`config.mk`:
```
export PLATFORM = sky130hd
export DESIGN_NAME = mux4_lane_arbiter
export DESIGN_NICKNAME = d
export VERILOG_FILES = /design/src/rtl/mux4_lane_pkg.sv /design/src/rtl/mux4_lane_arbiter_rr_pick4.sv /design/src/rtl/mux4_lane_arbiter.sv
export SDC_FILE = /design/constraint.sdc
export NUM_CORES = 1
export LEC_CHECK = 0
export ABC_AREA = 1
export ABC_CLOCK_PERIOD_IN_PS = 2780
export BUFFER_PORTS_ARGS = -buffer_cell sky130_fd_sc_hd__buf_4
export CORE_ASPECT_RATIO = 1.1
export CORE_MARGIN = 2
export CORE_UTILIZATION = 23
export DETAILED_ROUTE_END_ITERATION = 8
export MAX_ROUTING_LAYER = met4
export SYNTH_ARGS = -nofsm -noshare
export SYNTH_HDL_FRONTEND = slang
export SYNTH_SLANG_ARGS = --single-unit
```
`constraint.sdc`:
```
create_clock -name clk -period 2.78 [get_ports clk]
set_clock_uncertainty 0.2 [all_clocks]
set_input_delay 0.417 -clock clk [delete_from_list [all_inputs] [get_ports clk]]
set_output_delay 0.417 -clock clk [all_outputs]
set_load 0.05 [all_outputs]
```
`src/rtl/mux4_lane_pkg.sv`:
```
// Shared definitions for the four-lane feeder of the 4:1 mux stage.
//   WIDTH_DEF       default per-lane data width (matches the mux data width)
//   LANE_W..LANE_Z  lane indices, equal to the mux select codes
//   arb_state_t     arbiter FSM state
//   lane_onehot     lane index -> one-hot lane mask
package mux4_lane_pkg;

  localparam int WIDTH_DEF = 4;

  localparam logic [1:0] LANE_W = 2'd0;
  localparam logic [1:0] LANE_X = 2'd1;
  localparam logic [1:0] LANE_Y = 2'd2;
  localparam logic [1:0] LANE_Z = 2'd3;

  typedef enum logic {
    IDLE    = 1'b0,
    PRESENT = 1'b1
  } arb_state_t;

  function automatic logic [3:0] lane_onehot(input logic [1:0] lane);
    return 4'b0001 << lane;
  endfunction

endpackage

```
`src/rtl/mux4_lane_arbiter_rr_pick4.sv`:
```
// Combinational four-way round-robin search.
//   req   [3:0]  candidate lanes
//   start [1:0]  first lane examined; the search wraps upward mod 4
//   found        at least one request is set
//   idx   [1:0]  first requesting lane at or after start (start when none)
module rr_pick4 (
  input  logic [3:0] req,
  input  logic [1:0] start,
  output logic       found,
  output logic [1:0] idx
);

  always_comb begin
    found = 1'b0;
    idx   = start;
    for (int i = 0; i < 4; i++) begin
      if (!found && req[start + 2'(i)]) begin
        found = 1'b1;
        idx   = start + 2'(i);
      end
    end
  end

endmodule

```
`src/rtl/mux4_lane_arbiter.sv`:
```
// Four one-entry producer lanes feeding the 4:1 mux stage. A round-robin
// arbiter drives the mux select toward the granted full lane and hands the
// word to the consumer with a valid/ready handshake.
//   clk, rst            clock, asynchronous active-high reset
//   in_valid / in_ready per-lane write strobe / holding register empty
//   in_w..in_z          per-lane write data
//   w, x, y, z          holding registers, wired to the mux data inputs
//   sel                 mux select (0=w 1=x 2=y 3=z)
//   out_valid/out_ready consumer handshake for the word on lane sel
//
// state   | meaning
// IDLE    | nothing presented; pick a full lane from last_grant+1
// PRESENT | lane sel presented; hold until accepted, then re-pick or idle
module mux4_lane_arbiter
  import mux4_lane_pkg::*;
#(
  parameter int WIDTH = WIDTH_DEF
) (
  input  logic             clk,
  input  logic             rst,
  input  logic [3:0]       in_valid,
  output logic [3:0]       in_ready,
  input  logic [WIDTH-1:0] in_w,
  input  logic [WIDTH-1:0] in_x,
  input  logic [WIDTH-1:0] in_y,
  input  logic [WIDTH-1:0] in_z,
  output logic [WIDTH-1:0] w,
  output logic [WIDTH-1:0] x,
  output logic [WIDTH-1:0] y,
  output logic [WIDTH-1:0] z,
  output logic [1:0]       sel,
  output logic             out_valid,
  input  logic             out_ready
);

  arb_state_t       r_state;
  logic [3:0]       r_full;
  logic [3:0]       r_in_ready;
  logic [1:0]       r_sel;
  logic [1:0]       r_last_grant;
  logic             r_out_valid;
  logic [WIDTH-1:0] r_data [4];

  arb_state_t       w_next_state;
  logic [1:0]       w_next_sel;
  logic [1:0]       w_next_last;
  logic [3:0]       w_wr;
  logic [3:0]       w_clr;
  logic [3:0]       w_full_next;
  logic [WIDTH-1:0] w_din [4];

  logic             w_idle_found;
  logic [1:0]       w_idle_idx;
  logic             w_re_found;
  logic [1:0]       w_re_idx;

  assign w_din[0] = in_w;
  assign w_din[1] = in_x;
  assign w_din[2] = in_y;
  assign w_din[3] = in_z;

  // Writes are gated by the registered empty flag, so a lane being accepted
  // cannot be refilled on the same edge.
  assign w_wr        = in_valid & ~r_full;
  assign w_full_next = (r_full & ~w_clr) | w_wr;

  // Both searches look only at pre-edge full; lanes written on this edge
  // become candidates one cycle later.
  rr_pick4 u_pick_idle (
    .req   (r_full),
    .start (r_last_grant + 2'd1),
    .found (w_idle_found),
    .idx   (w_idle_idx)
  );

  rr_pick4 u_pick_next (
    .req   (r_full & ~lane_onehot(r_sel)),
    .start (r_sel + 2'd1),
    .found (w_re_found),
    .idx   (w_re_idx)
  );

  always_comb begin
    w_next_state = r_state;
    w_next_sel   = r_sel;
    w_next_last  = r_last_grant;
    w_clr        = 4'b0000;
    unique case (r_state)
      IDLE: begin
        if (w_idle_found) begin
          w_next_sel   = w_idle_idx;
          w_next_state = PRESENT;
        end
      end
      PRESENT: begin
        if (out_ready) begin
          w_clr       = lane_onehot(r_sel);
          w_next_last = r_sel;
          if (w_re_found) begin
            w_next_sel = w_re_idx;
          end else begin
            w_next_state = IDLE;
          end
        end
      end
      default: begin
        w_next_state = IDLE;
      end
    endcase
  end

  always_ff @(posedge clk or posedge rst) begin
    if (rst) begin
      r_state      <= IDLE;
      r_full       <= 4'b0000;
      r_in_ready   <= 4'b1111;
      r_sel        <= LANE_W;
      r_last_grant <= LANE_Z;
      r_out_valid  <= 1'b0;
    end else begin
      r_state      <= w_next_state;
      r_full       <= w_full_next;
      r_in_ready   <= ~w_full_next;
      r_sel        <= w_next_sel;
      r_last_grant <= w_next_last;
      r_out_valid  <= (w_next_state == PRESENT);
    end
  end

  always_ff @(posedge clk or posedge rst) begin
    if (rst) begin
      for (int i = 0; i < 4; i++) begin
        r_data[i] <= '0;
      end
    end else begin
      for (int i = 0; i < 4; i++) begin
        if (w_wr[i]) begin
          r_data[i] <= w_din[i];
        end
      end
    end
  end

  assign in_ready  = r_in_ready;
  assign sel       = r_sel;
  assign out_valid = r_out_valid;
  assign w         = r_data[0];
  assign x         = r_data[1];
  assign y         = r_data[2];
  assign z         = r_data[3];

endmodule

```
# After elaboration in Yosys (flattened, before gate mapping)
# Index checks and enable logic that the tools add are counted.
# op_classes
n_addsub	8
magnitude_cmp	8
n_eq_ne	3
shift	1
muxes	40
bitwise	9
reduce_logical	14
# op_table
operator	count
2-bit by 3-bit less-than comparator with 1-bit output (second input constant)	8
1-bit two-way mux	19
2-bit two-way mux	9
1-bit binary-select mux with 2-bit select	8
4-bit NOT	4
4-bit AND	3
2-bit by 1-bit adder with 2-bit output (second input constant)	4
2-bit adder (second input constant)	4
4-bit two-way mux	2
1-bit logical AND	6
1-bit logical NOT	6
2-bit by 1-bit inequality test with 1-bit output (second input constant)	2
4-bit bitwise OR	1
2-bit one-hot mux with 2 select lines	1
1-bit by 2-bit left shift with 4-bit output (first input constant)	1
3-bit AND reduction	1
2-bit inequality test (second input constant)	1
1-bit one-hot mux with 2 select lines	1
2-bit AND reduction	1
1-bit NOT	1
# word_totals
ff_bits	29
inputBits	23
wordCells	92

# Logic depth before layout (Yosys ltp)
# Gate-level depths: netlist of run 1.
# depth
ltp_word	18
ltp_mapped	17
mapped_depth_nobuf	16

# Modules after synthesis
# A second synthesis of run 1 with hierarchy kept.
# unflattened
hier_cells	267
area_unflattened_um2	1786.7
# modules_own_cells
module	n_inst	cells_per_inst	area_each_um2	seq_area_each_um2
mux4_lane_arbiter	1	141	1221.2	733.2
rr_pick4	2	63	282.8	0.0

# Worst setup path before layout of run 1
# Ideal clock, no wire load.
# synth_path
path_type	register to register
from	register r_sel[0], in the netlist sel[0]
to	register r_sel[0], in the netlist sel[0]
setup_ps	116
t_arrival_ps	2215
required_time_ps	2464
slack_ps	248
stages_incl_launch_ff	18
period_less_slack_ps	2532
path_cell_list	dfrtp_1 buf_6 inv_6 ha_1 inv_1 nand2_1 nand2_2 nand3_1 nand2_1 nand2_1 nor2_4 nand2_1 nand2_2 nand2_2 nand2_1 inv_1 nand2_1 nand2_1
# synth_via
elab_chain_cells	18
elab_cells_between_ends	33
cone_classes	add/sub: 4; eq/ne: 1; shift: 1; mux: 18; bitwise: 2; reduce/logical: 7
# synth_rtl
item	line	text
start: declaration	mux4_lane_arbiter.sv:39	logic [1:0] r_sel;
start signal: assignment	mux4_lane_arbiter.sv:124	r_sel <= w_next_sel;
parallel branches: the longest is 18 deep, another holds 2-bit by 1-bit adder with 2-bit output	--	
# Parallel ways; which one is timed is not known. The select of a mux whose other input is x is not followed.
# A chain may end at the register's enable or synchronous reset.

# Worst setup path in the final report of run 1
# Same ends and word-level chain as after synthesis.

==> results of run 1 <==
cell type report:
| cell class | count | area, µm² |
|---|---|---|
| fillers | 813 | 5130 |
| multi-input cells | 175 | 886 |
| flip-flops and latches | 29 | 733 |
| repair buffers | 48 | 360 |
| inverters | 30 | 118 |
| well taps | 87 | 109 |
| clock buffers | 7 | 86.3 |
| clock inverters | 1 | 7.51 |
path summary, 6_finish.rpt:
check / from / endpoint / slack (ns)
worst max-delay path: sel[0]$_DFFE_PP0P_ / sel[0]$_DFFE_PP0P_ / 0.52
worst min-delay path: rst / w[1]$_DFFE_PP0P_ / 0.02
worst max register to register: sel[0]$_DFFE_PP0P_ / sel[0]$_DFFE_PP0P_ / 0.52
worst min register to register: w[0]$_DFFE_PP0P_ / w[0]$_DFFE_PP0P_ / 0.28
max in group asynchronous: rst / in_ready[3]$_DFF_PP1_ / 2.05
min in group clk: in_z[0] / z[0]$_DFFE_PP0P_ / 0.13
registers in the layout, summed over array words and instances, names as in the netlist:
register / cells
z: 4
in_ready: 4
sel: 2
x: 4
y: 4
r_full: 4
r_last_grant: 2
w: 4
out_valid: 1
placed cells by master, fill, tap and decap left out, drive strengths merged:
master / instances
buf: 48
nand3: 23
nor2: 7
and2: 1
a21oi: 1
ha: 4
dfrtp: 23
clkinvlp: 1
nand3b: 1
clkbuf: 7
inv: 30
a211oi: 2
o21ai: 9
a31oi: 1
mux2: 4
nand2: 119
nand4: 3
dfstp: 6
cell families after synthesis:
kind of cell / count (synthesis) / synth area share (%)
AO/OA/AOI/OAI: 13 / 5.33
multiplexers: 4 / 2.56
buffers and inverters: 32 / 7.97
flip-flops: 29 / 41.7
AND/OR/NAND/NOR: 154 / 39.6
adder cells (fa/ha/maj): 4 / 2.85
metrics by stage:
stage                     setup WS (ns)  std cells  utilization (%)  hold WS [ns]  cell area (µm²)
after global placement            0.583        369             29.7         0.265             2210
final                             0.519        377             30.9        0.0152             2300
after global routing              0.354        377             30.9        0.0415             2300
after CTS                         0.530        377             30.9        0.0291             2300
after detailed placement          0.540        369             29.7         0.271             2210
after floorplan                   0.248        236                -         0.291             1760
routing by layer:
metal	vias to the layer above	GRT usage, %	routed length, µm
li1	838	-	-
met1	739	12.9	1770
met2	44	17.4	1930
met3	9	3.43	248
met4	0	4.10	65
met5	-	-	0
worst max-delay path: cells and delay by family (launching register included):
kind	cells	cell delay, ns
flip-flops	1	0.41
buffers and inverters	3	0.25
adder cells (fa/ha/maj)	1	0.39
AND/OR/NAND/NOR	12	0.89
==> run_results.csv, run 1 <==
group,metric,value,unit
run_status,run_status,"finished, final reports clean",
yosys,synth_area,1760,µm²
die,core_area,7430,µm²
clock_network,insertion_delay,0.28,ns
yosys,post-synth-top-area-fraction,32.7,%
die,io_pins,46,
routing,drt_iter0_markers,78,
routing,firstDrtPassIters,4,
timing,slew_headroom,75.6,%
setup_path,cp_max_fo,11,
clock_network,cts.path.max_buffers,2,
yosys,synthTopCellsByCount,"nand2_1, inv_1, dfrtp_1, nand3_1, nand2_2",
routing,wl_per_cell,10.7,µm
hold_path,hold_class,"input port to asynchronous set/reset pin",
timing,clock.fmax,442,MHz
routing,antenna_left,0,
clock_network,clk_pin_slew,0.06,ns
die,initial_core_util,23.7,%
timing,slew_violations,0,
die,die_x,87.4,µm
clock_network,numClockSinks,29,
setup_path,crit_top_cell,"nand2_1",
die,dieArea,8360,µm²
yosys,synthCells,236,
clock_network,clock-root-buffer,"clkbuf_8",
place,hpwl,3.18,mm
final_layout,diodes,0,
setup_path,cp.arrival,2.23,ns
global_routing,grt_pass1_vias,1577,
setup_path,critPathKind,"flip-flop to flip-flop",
yosys,synth-edff-count,0,
clock_network,numCtsBuffers,5,
die,die_y,95.7,µm
die,row_count,33,
global_routing,grt.overflow.total,0,
timing,hold_viol,0,
yosys,async_reset_ff_share,100,%
flow_run,max_cap_violations,0,
global_routing,grt_max_degree,30,
timing,final.setup.tns,0,ns
routing,dr_total_vias,1630,
routing,avgViaCountPerCell,4.32,
clock_network,htree_levels,2,
setup_path,crit_path_cell_trace,"inv_6 -> ha_1 -> inv_1 -> nand2_1 -> nand2_2 -> nand3_1 -> nand2_1 -> nand2_1 -> nor2_4 -> nand2_1 -> nand2_2 -> nand2_2 -> nand2_1 -> inv_1 -> nand2_1 -> nand2_1",
yosys,syn-num-nets,263,
yosys,syn_avg_cell_area,7.45,µm²
global_routing,grt_usage,10.9,%
setup_path,cp_data_required_time,2.75,ns
yosys,post-synth-top-count-cell,"nand2_1",
yosys,synth_cell_types,25,
setup_path,max_stage_delay,0.41,ns
yosys,synth_warnings,0,
clock_network,ctsHoldBuffers,0,
yosys,ys_seq_area_share,41.7,%
yosys,synth_seq_cells,29,
yosys,yosys-top-cells-area,"dfrtp_1, nand2_1, dfstp_2, nand3_1, inv_1",
clock_network,tritoncts,"done",
timing,tightest_slew,0.366,ns
setup_path,r2r.worst_path.cells,16,
timing,min_period,2.26,ns
final_layout,syn2layout_area_growth,30.7,%
global_routing,grt_pass1_wl,7.01,mm
timing,rsz0062_at_grt,"no",
yosys,ys.flop_type,"dfrtp_1",
setup_path,cp-start-kind,"flip-flop",
setup_path,end_kind,"flip-flop",
clock_network,post_cts_buffers,0,
final_layout,nets,316,
yosys,yosysTopAreaCell,"dfrtp_1",
setup_path,slowest_stage,"dfrtp_1",
routing,drc_errors,0,
place,place_congestion,0.804,
place,io_buffers,45,
timing,finalSetupViolCount,0,
final_layout,layout-drive-gt1-share,32.1,%
global_routing,antenna_found_initial,0,
routing,routed_wirelength,4.02,mm
timing,timing.final.crit_share,81.3,%
clock_network,cts_resized,0,
Power of run 1 is left out: the tool's default activity adds up to more than one toggle a clock period on the data nets, which glitch-free logic cannot reach.
==> inputs of run 2 (changes only) <==
--- a/config.mk
+++ b/config.mk
@@ -6,7 +6,7 @@
 export NUM_CORES = 1
 export LEC_CHECK = 0
 export ABC_AREA = 1
-export ABC_CLOCK_PERIOD_IN_PS = 2780
+export ABC_CLOCK_PERIOD_IN_PS = 2260
 export BUFFER_PORTS_ARGS = -buffer_cell sky130_fd_sc_hd__buf_4
 export CORE_ASPECT_RATIO = 1.1
 export CORE_MARGIN = 2
==> constraint.sdc (replaced) <==
create_clock -name clk -period 2.26 [get_ports clk]
set_clock_uncertainty 0.2 [all_clocks]
set_input_delay 0.339 -clock clk [delete_from_list [all_inputs] [get_ports clk]]
set_output_delay 0.339 -clock clk [all_outputs]
set_load 0.05 [all_outputs]
==> run 2 against run 1 <==
  * Cell area rose by 3.0%
  * Wire length grew 0.80%
  * Critical path depth unchanged
  * Fmax rose by 10%
  * Die area is the same
  * Final cell count grew 1.1%
  * Count of clock-buffer cells in the layout shrank 1
  * Utilization rose by 0.94 points
  * Sequential share of layout area shrank 0.84 points
  * First-iteration DRC count fell by 19%
  * Via count shrank 0.18%
  * Hold slack better by 0.031 ns
==> run_results.csv, run 2 (synthesis gave the netlist of run 1 again) <==
group,metric,value,unit
global_routing,grt_max_degree,20,
die,dieArea,8360,µm²
hold_path,hold_class,"input port to flip-flop",
setup_path,cp-start-kind,"flip-flop",
routing,antenna_left,0,
die,row_count,33,
timing,timing.final.crit_share,90.6,%
run_status,run_status,"finished, final reports clean",
setup_path,reg2reg_slack,0.21,ns
clock_network,cts.path.max_buffers,2,
clock_network,clk_pin_slew,0.07,ns
final_layout,diodes,0,
setup_path,critPathKind,"flip-flop to flip-flop",
flow_run,max_cap_violations,0,
clock_network,htree_levels,2,
global_routing,grt_usage,11.1,%
timing,rsz0062_at_grt,"no",
die,die_x,87.4,µm
setup_path,cp.arrival,2.02,ns
setup_path,r2r-start,"sel[0]$_DFFE_PP0P_",
timing,hold_viol,0,
timing,slew_violations,0,
die,core_area,7430,µm²
clock_network,tritoncts,"done",
hold_path,min_path_cells,3,
die,initial_core_util,23.7,%
timing,min_period,2.05,ns
routing,drc_errors,0,
setup_path,end_kind,"flip-flop",
timing,finalSetupViolCount,0,
routing,firstDrtPassIters,4,
timing,final.setup.tns,0,ns
setup_path,r2r_end,"sel[0]$_DFFE_PP0P_",
final_layout,final_cell_mix,"nand2_1, buf_4, inv_1",
final_layout,layout-drive-gt1-share,35.4,%
setup_path,cp_max_fo,7,
die,die_y,95.7,µm
clock_network,numClockSinks,29,
final_layout,instances_no_fill,381,
clock_network,clock-root-buffer,"clkbuf_8",
global_routing,grt_pass1_wl,7.09,mm
final_layout,layout_commonest_cell,"nand2_1",
global_routing,antenna_found_initial,0,
timing,clock.fmax,488,MHz
setup_path,cp_data_required_time,2.23,ns
clock_network,insertion_delay,0.28,ns
final_layout,syn2layout_area_growth,34.7,%
place,place_congestion,0.922,
place,io_buffers,45,
global_routing,grt.overflow.total,0,
hold_path,holdCritStartpoint,"in_y[1]",
hold_path,hold_end,"y[1]$_DFFE_PP0P_",
place,place_inst,369,
setup_path,r2r.worst_path.cells,16,
global_routing,grt_pass1_vias,1576,
die,io_pins,46,
clock_network,numCtsBuffers,5,
timing,slew_headroom,69.2,%
routing,drt_iter0_markers,63,
routing,avgViaCountPerCell,4.27,
routing,routed_wirelength,4.05,mm
final_layout,nets,320,
timing,tightest_slew,0.461,ns
place,hpwl,3.19,mm
routing,wl_per_cell,10.6,µm
routing,dr_total_vias,1627,
[run 2: cell types whose count changed in the layout (fill, tap and decap cells not counted), moves of 2 or more]
cell / delta
buf_4: +2
clkinv_4: +2
inv_2: +2
dfrtp_2: +2
dfrtp_1: -2
inv_1: -2
[run 2: metrics by stage]
stage	utilization [%]	area [µm²]	worst slack, ns	hold slack (ns)
5_1_grt	31.9	2370	0.00692	0.0465
3_5_place_dp	30.1	2230	0.140	0.189
3_3_place_gp	30.1	2230	0.187	0.185
2_1_floorplan	-	1770	0.0158	0.213
4_1_cts	31.5	2340	0.125	0.0420
6_report	31.9	2370	0.213	0.0457
[run 2: area by class of cell]
class	count	area (µm²)
tap	87	109
inverter	30	118
fill	813	5060
clock inverter	2	13.8
sequential	29	736
multi-input combinational	175	906
timing repair buffer	52	405
clock buffer	6	82.6
[run 2: worst max path at each step]
stage                       start                 end  slack, ns  cells after the start
2_1_floorplan  sel[0]$_DFFE_PP0P_  sel[0]$_DFFE_PP0P_       0.02                     17
3_3_place_gp   sel[1]$_DFFE_PP0P_  sel[0]$_DFFE_PP0P_       0.19                     16
3_5_place_dp   sel[1]$_DFFE_PP0P_  sel[0]$_DFFE_PP0P_       0.14                     16
4_1_cts        sel[1]$_DFFE_PP0P_  sel[0]$_DFFE_PP0P_       0.13                     16
5_1_grt        sel[0]$_DFFE_PP0P_  sel[0]$_DFFE_PP0P_      0.007                     16
6_report       sel[0]$_DFFE_PP0P_  sel[0]$_DFFE_PP0P_       0.21                     16
[run 2: layer usage]
layer,up-vias,wire length (µm),global-route usage [%]
met4,0,41,3.85
met2,36,1950,18.4
li1,851,-,-
met1,736,1870,13.2
met5,-,0,-
met3,4,183,2.74
[run 2: worst max-delay path, cell delays in order (launching register included)]
cell      delay, ns
dfrtp_2        0.38
clkinv_4       0.08
ha_4           0.27
inv_2          0.08
nand2_1        0.06
nand2_2        0.08
nand3_1        0.07
nand2_1        0.09
nand2_2        0.07
nor2_4         0.15
nand2_1        0.08
nand2_2        0.07
nand2_2        0.05
nand2_1        0.08
inv_1          0.04
nand2_1        0.04
nand2_1        0.04
[run 2: what timing repair did]
action,in CTS,in global routing
endpoints found under the hold margin,9,0
hold buffers,1,0
endpoints found under the setup margin,0,2
resized for setup,0,5
setup buffers,0,3
Power of run 2 is left out for the same reason.
==> inputs of run 3 (changes only) <==
--- a/config.mk
+++ b/config.mk
@@ -9,9 +9,9 @@
 export ABC_CLOCK_PERIOD_IN_PS = 2260
 export BUFFER_PORTS_ARGS = -buffer_cell sky130_fd_sc_hd__buf_4
 export CORE_ASPECT_RATIO = 1.1
-export CORE_MARGIN = 2
 export CORE_UTILIZATION = 23
 export DETAILED_ROUTE_END_ITERATION = 8
+export GPL_TIMING_DRIVEN = 0
 export MAX_ROUTING_LAYER = met4
 export SYNTH_ARGS = -nofsm -noshare
 export SYNTH_HDL_FRONTEND = slang
==> run 3 against run 2 <==
  * Critical path depth rose by 1
  * Sequential share of layout area decreased by 0.78 points
  * Register-to-register slack worse by 0.099 ns
  * Wire length grew 2.9%
  * Final cell count increased by 1.6%
  * First-iteration DRC count is 38% higher
  * Utilization is 0.82 points higher
  * Sequential cell count stayed put
  * Via count is 0.80% higher
  * Critical path type unchanged
  * Critical endpoint unchanged
  * Largest cell class unchanged
  * Highest routed layer unchanged
==> run_results.csv, run 3 (synthesis gave the netlist of run 1 again) <==
group,metric,value,unit
setup_path,cp_data_required_time,2.24,ns
clock_network,clk_pin_slew,0.07,ns
clock_network,insertion_delay,0.28,ns
timing,finalSetupViolCount,0,
timing,timing.final.crit_share,95.0,%
place,io_buffers,45,
setup_path,max_stage_delay,0.42,ns
routing,dr_total_vias,1640,
clock_network,numClockSinks,29,
die,die_x,85.4,µm
clock_network,cts.path.max_buffers,2,
final_layout,nets,326,
routing,wl_per_cell,10.8,µm
setup_path,r2r_end,"sel[0]$_DFFE_PP0P_",
setup_path,crit_path_cell_trace,"buf_8 -> clkinv_8 -> ha_4 -> inv_4 -> nand2_1 -> nand2_2 -> nand3_2 -> nand2_2 -> nand2_2 -> nor2_4 -> nand2_2 -> nand2_1 -> nand2_1 -> nand2_1 -> inv_1 -> nand2_1 -> nand2_1",
setup_path,r2r.worst_path.cells,17,
flow_run,max_cap_violations,0,
timing,hold_viol,0,
final_layout,n_fill_cell,803,
place,hpwl,3.01,mm
setup_path,cp-endpoint,"sel[0]$_DFFE_PP0P_",
timing,holdWs,0.0461,ns
global_routing,grt_usage,11.3,%
routing,avgViaCountPerCell,4.24,
setup_path,reg2reg_slack,0.11,ns
global_routing,grt_pass1_wl,6.94,mm
global_routing,grt_pass1_vias,1547,
final_layout,final_cell_mix,"nand2_1, buf_4, inv_1",
routing,firstDrtPassIters,4,
routing,antenna_left,0,
setup_path,crit_buf_inv,4,
final_layout,multi_input_area,931,µm²
routing,drt_iter0_markers,87,
setup_path,end_kind,"flip-flop",
setup_path,r2r-start,"sel[0]$_DFFE_PP0P_",
final_layout,layout-drive-gt1-share,38.3,%
setup_path,cp.arrival,2.12,ns
final_layout,syn2layout_area_growth,38.2,%
routing,drc_errors,0,
setup_path,cp_max_fo,8,
timing,slew_headroom,27.0,%
global_routing,grt.overflow.total,0,
place,place_congestion,0.830,
routing,routed_wirelength,4.17,mm
die,die_y,93.7,µm
setup_path,critPathKind,"flip-flop to flip-flop",
setup_path,cp_top_family,"simple AND/OR/NAND/NOR gates",
hold_path,min_path_cells,3,
clock_network,ctsHoldBuffers,0,
setup_path,slowest_stage,"dfrtp_2",
setup_path,crit_start,"sel[0]$_DFFE_PP0P_",
clock_network,numCtsBuffers,5,
setup_path,crit_cells,17,
die,io_pins,46,
timing,tightest_slew,1.09,ns
final_layout,register_area,736,µm²
die,dieArea,8000,µm²
die,initial_core_util,23.7,%
clock_network,clock-root-buffer,"clkbuf_8",
global_routing,antenna_found_initial,0,
final_layout,diodes,0,
timing,clock.fmax,466,MHz
global_routing,grt_max_degree,30,
final_layout,layout_commonest_cell,"nand2_1",
timing,rsz0062_at_grt,"yes",
setup_path,cp-start-kind,"flip-flop",
hold_path,hold_class,"input port to flip-flop",
die,row_count,33,
setup_path,crit_top_cell,"nand2_1",
timing,min_period,2.15,ns
die,core_area,7430,µm²
clock_network,htree_levels,2,
timing,slew_violations,0,
run_status,run_status,"finished, final reports clean",
clock_network,tritoncts,"done",
## run 3: timing repair
item | CTS | global route
gates resized for setup | 0 | 15
pin swaps | 0 | 9
setup endpoints to repair | 1 | 2
setup buffers | 1 | 10
## run 3: per-layer routing
layer	vias to the layer above	wire, µm	GRT usage (%)
met2	40	2030	19.1
met4	0	63	3.75
li1	862	-	-
met5	-	0	-
met1	732	1900	13.5
met3	6	172	2.28
## run 3: stage by stage
stage | utilization, % | setup WS [ns] | area, µm² | TNS (ns) | instances
6_report | 32.7 | 0.114 | 2430 | 0 | 387
5_1_grt | 32.7 | -0.0891 | 2430 | -0.0902 | 387
4_1_cts | 31.1 | 0.0163 | 2310 | 0 | 377
3_5_place_dp | 29.9 | -0.0163 | 2220 | -0.0163 | 368
3_3_place_gp | 29.9 | -0.00339 | 2220 | -0.00339 | 368
2_1_floorplan | - | 0.0158 | 1770 | 0 | 236
## run 3: cell type report
cell class | instances | area share, %
buffer | 2 | 1.08
clock buffer | 7 | 3.14
clock inverter | 1 | 0.206
inverter | 30 | 5.25
multi-input combinational | 175 | 38.3
sequential | 29 | 30.3
tap | 87 | 4.48
timing repair buffer | 56 | 17.3
## run 3: tightest hold or removal path: cells and delay by family
family | cells | cell delay, ns
simple gates | 2 | 0.08
buf+inv | 1 | 0.07
## run 3: worst min-delay path by stage
stage                startpoint                  end  slack (ns)
6_report                in_z[0]     z[0]$_DFFE_PP0P_        0.05
5_1_grt                 in_w[3]     w[3]$_DFFE_PP0P_        0.05
4_1_cts                 in_z[0]     z[0]$_DFFE_PP0P_        0.04
3_5_place_dp   w[0]$_DFFE_PP0P_     w[0]$_DFFE_PP0P_        0.27
3_3_place_gp   y[1]$_DFFE_PP0P_     y[1]$_DFFE_PP0P_        0.27
2_1_floorplan               rst  out_valid$_DFF_PP0_        0.21
Power of run 3 is left out for the same reason.
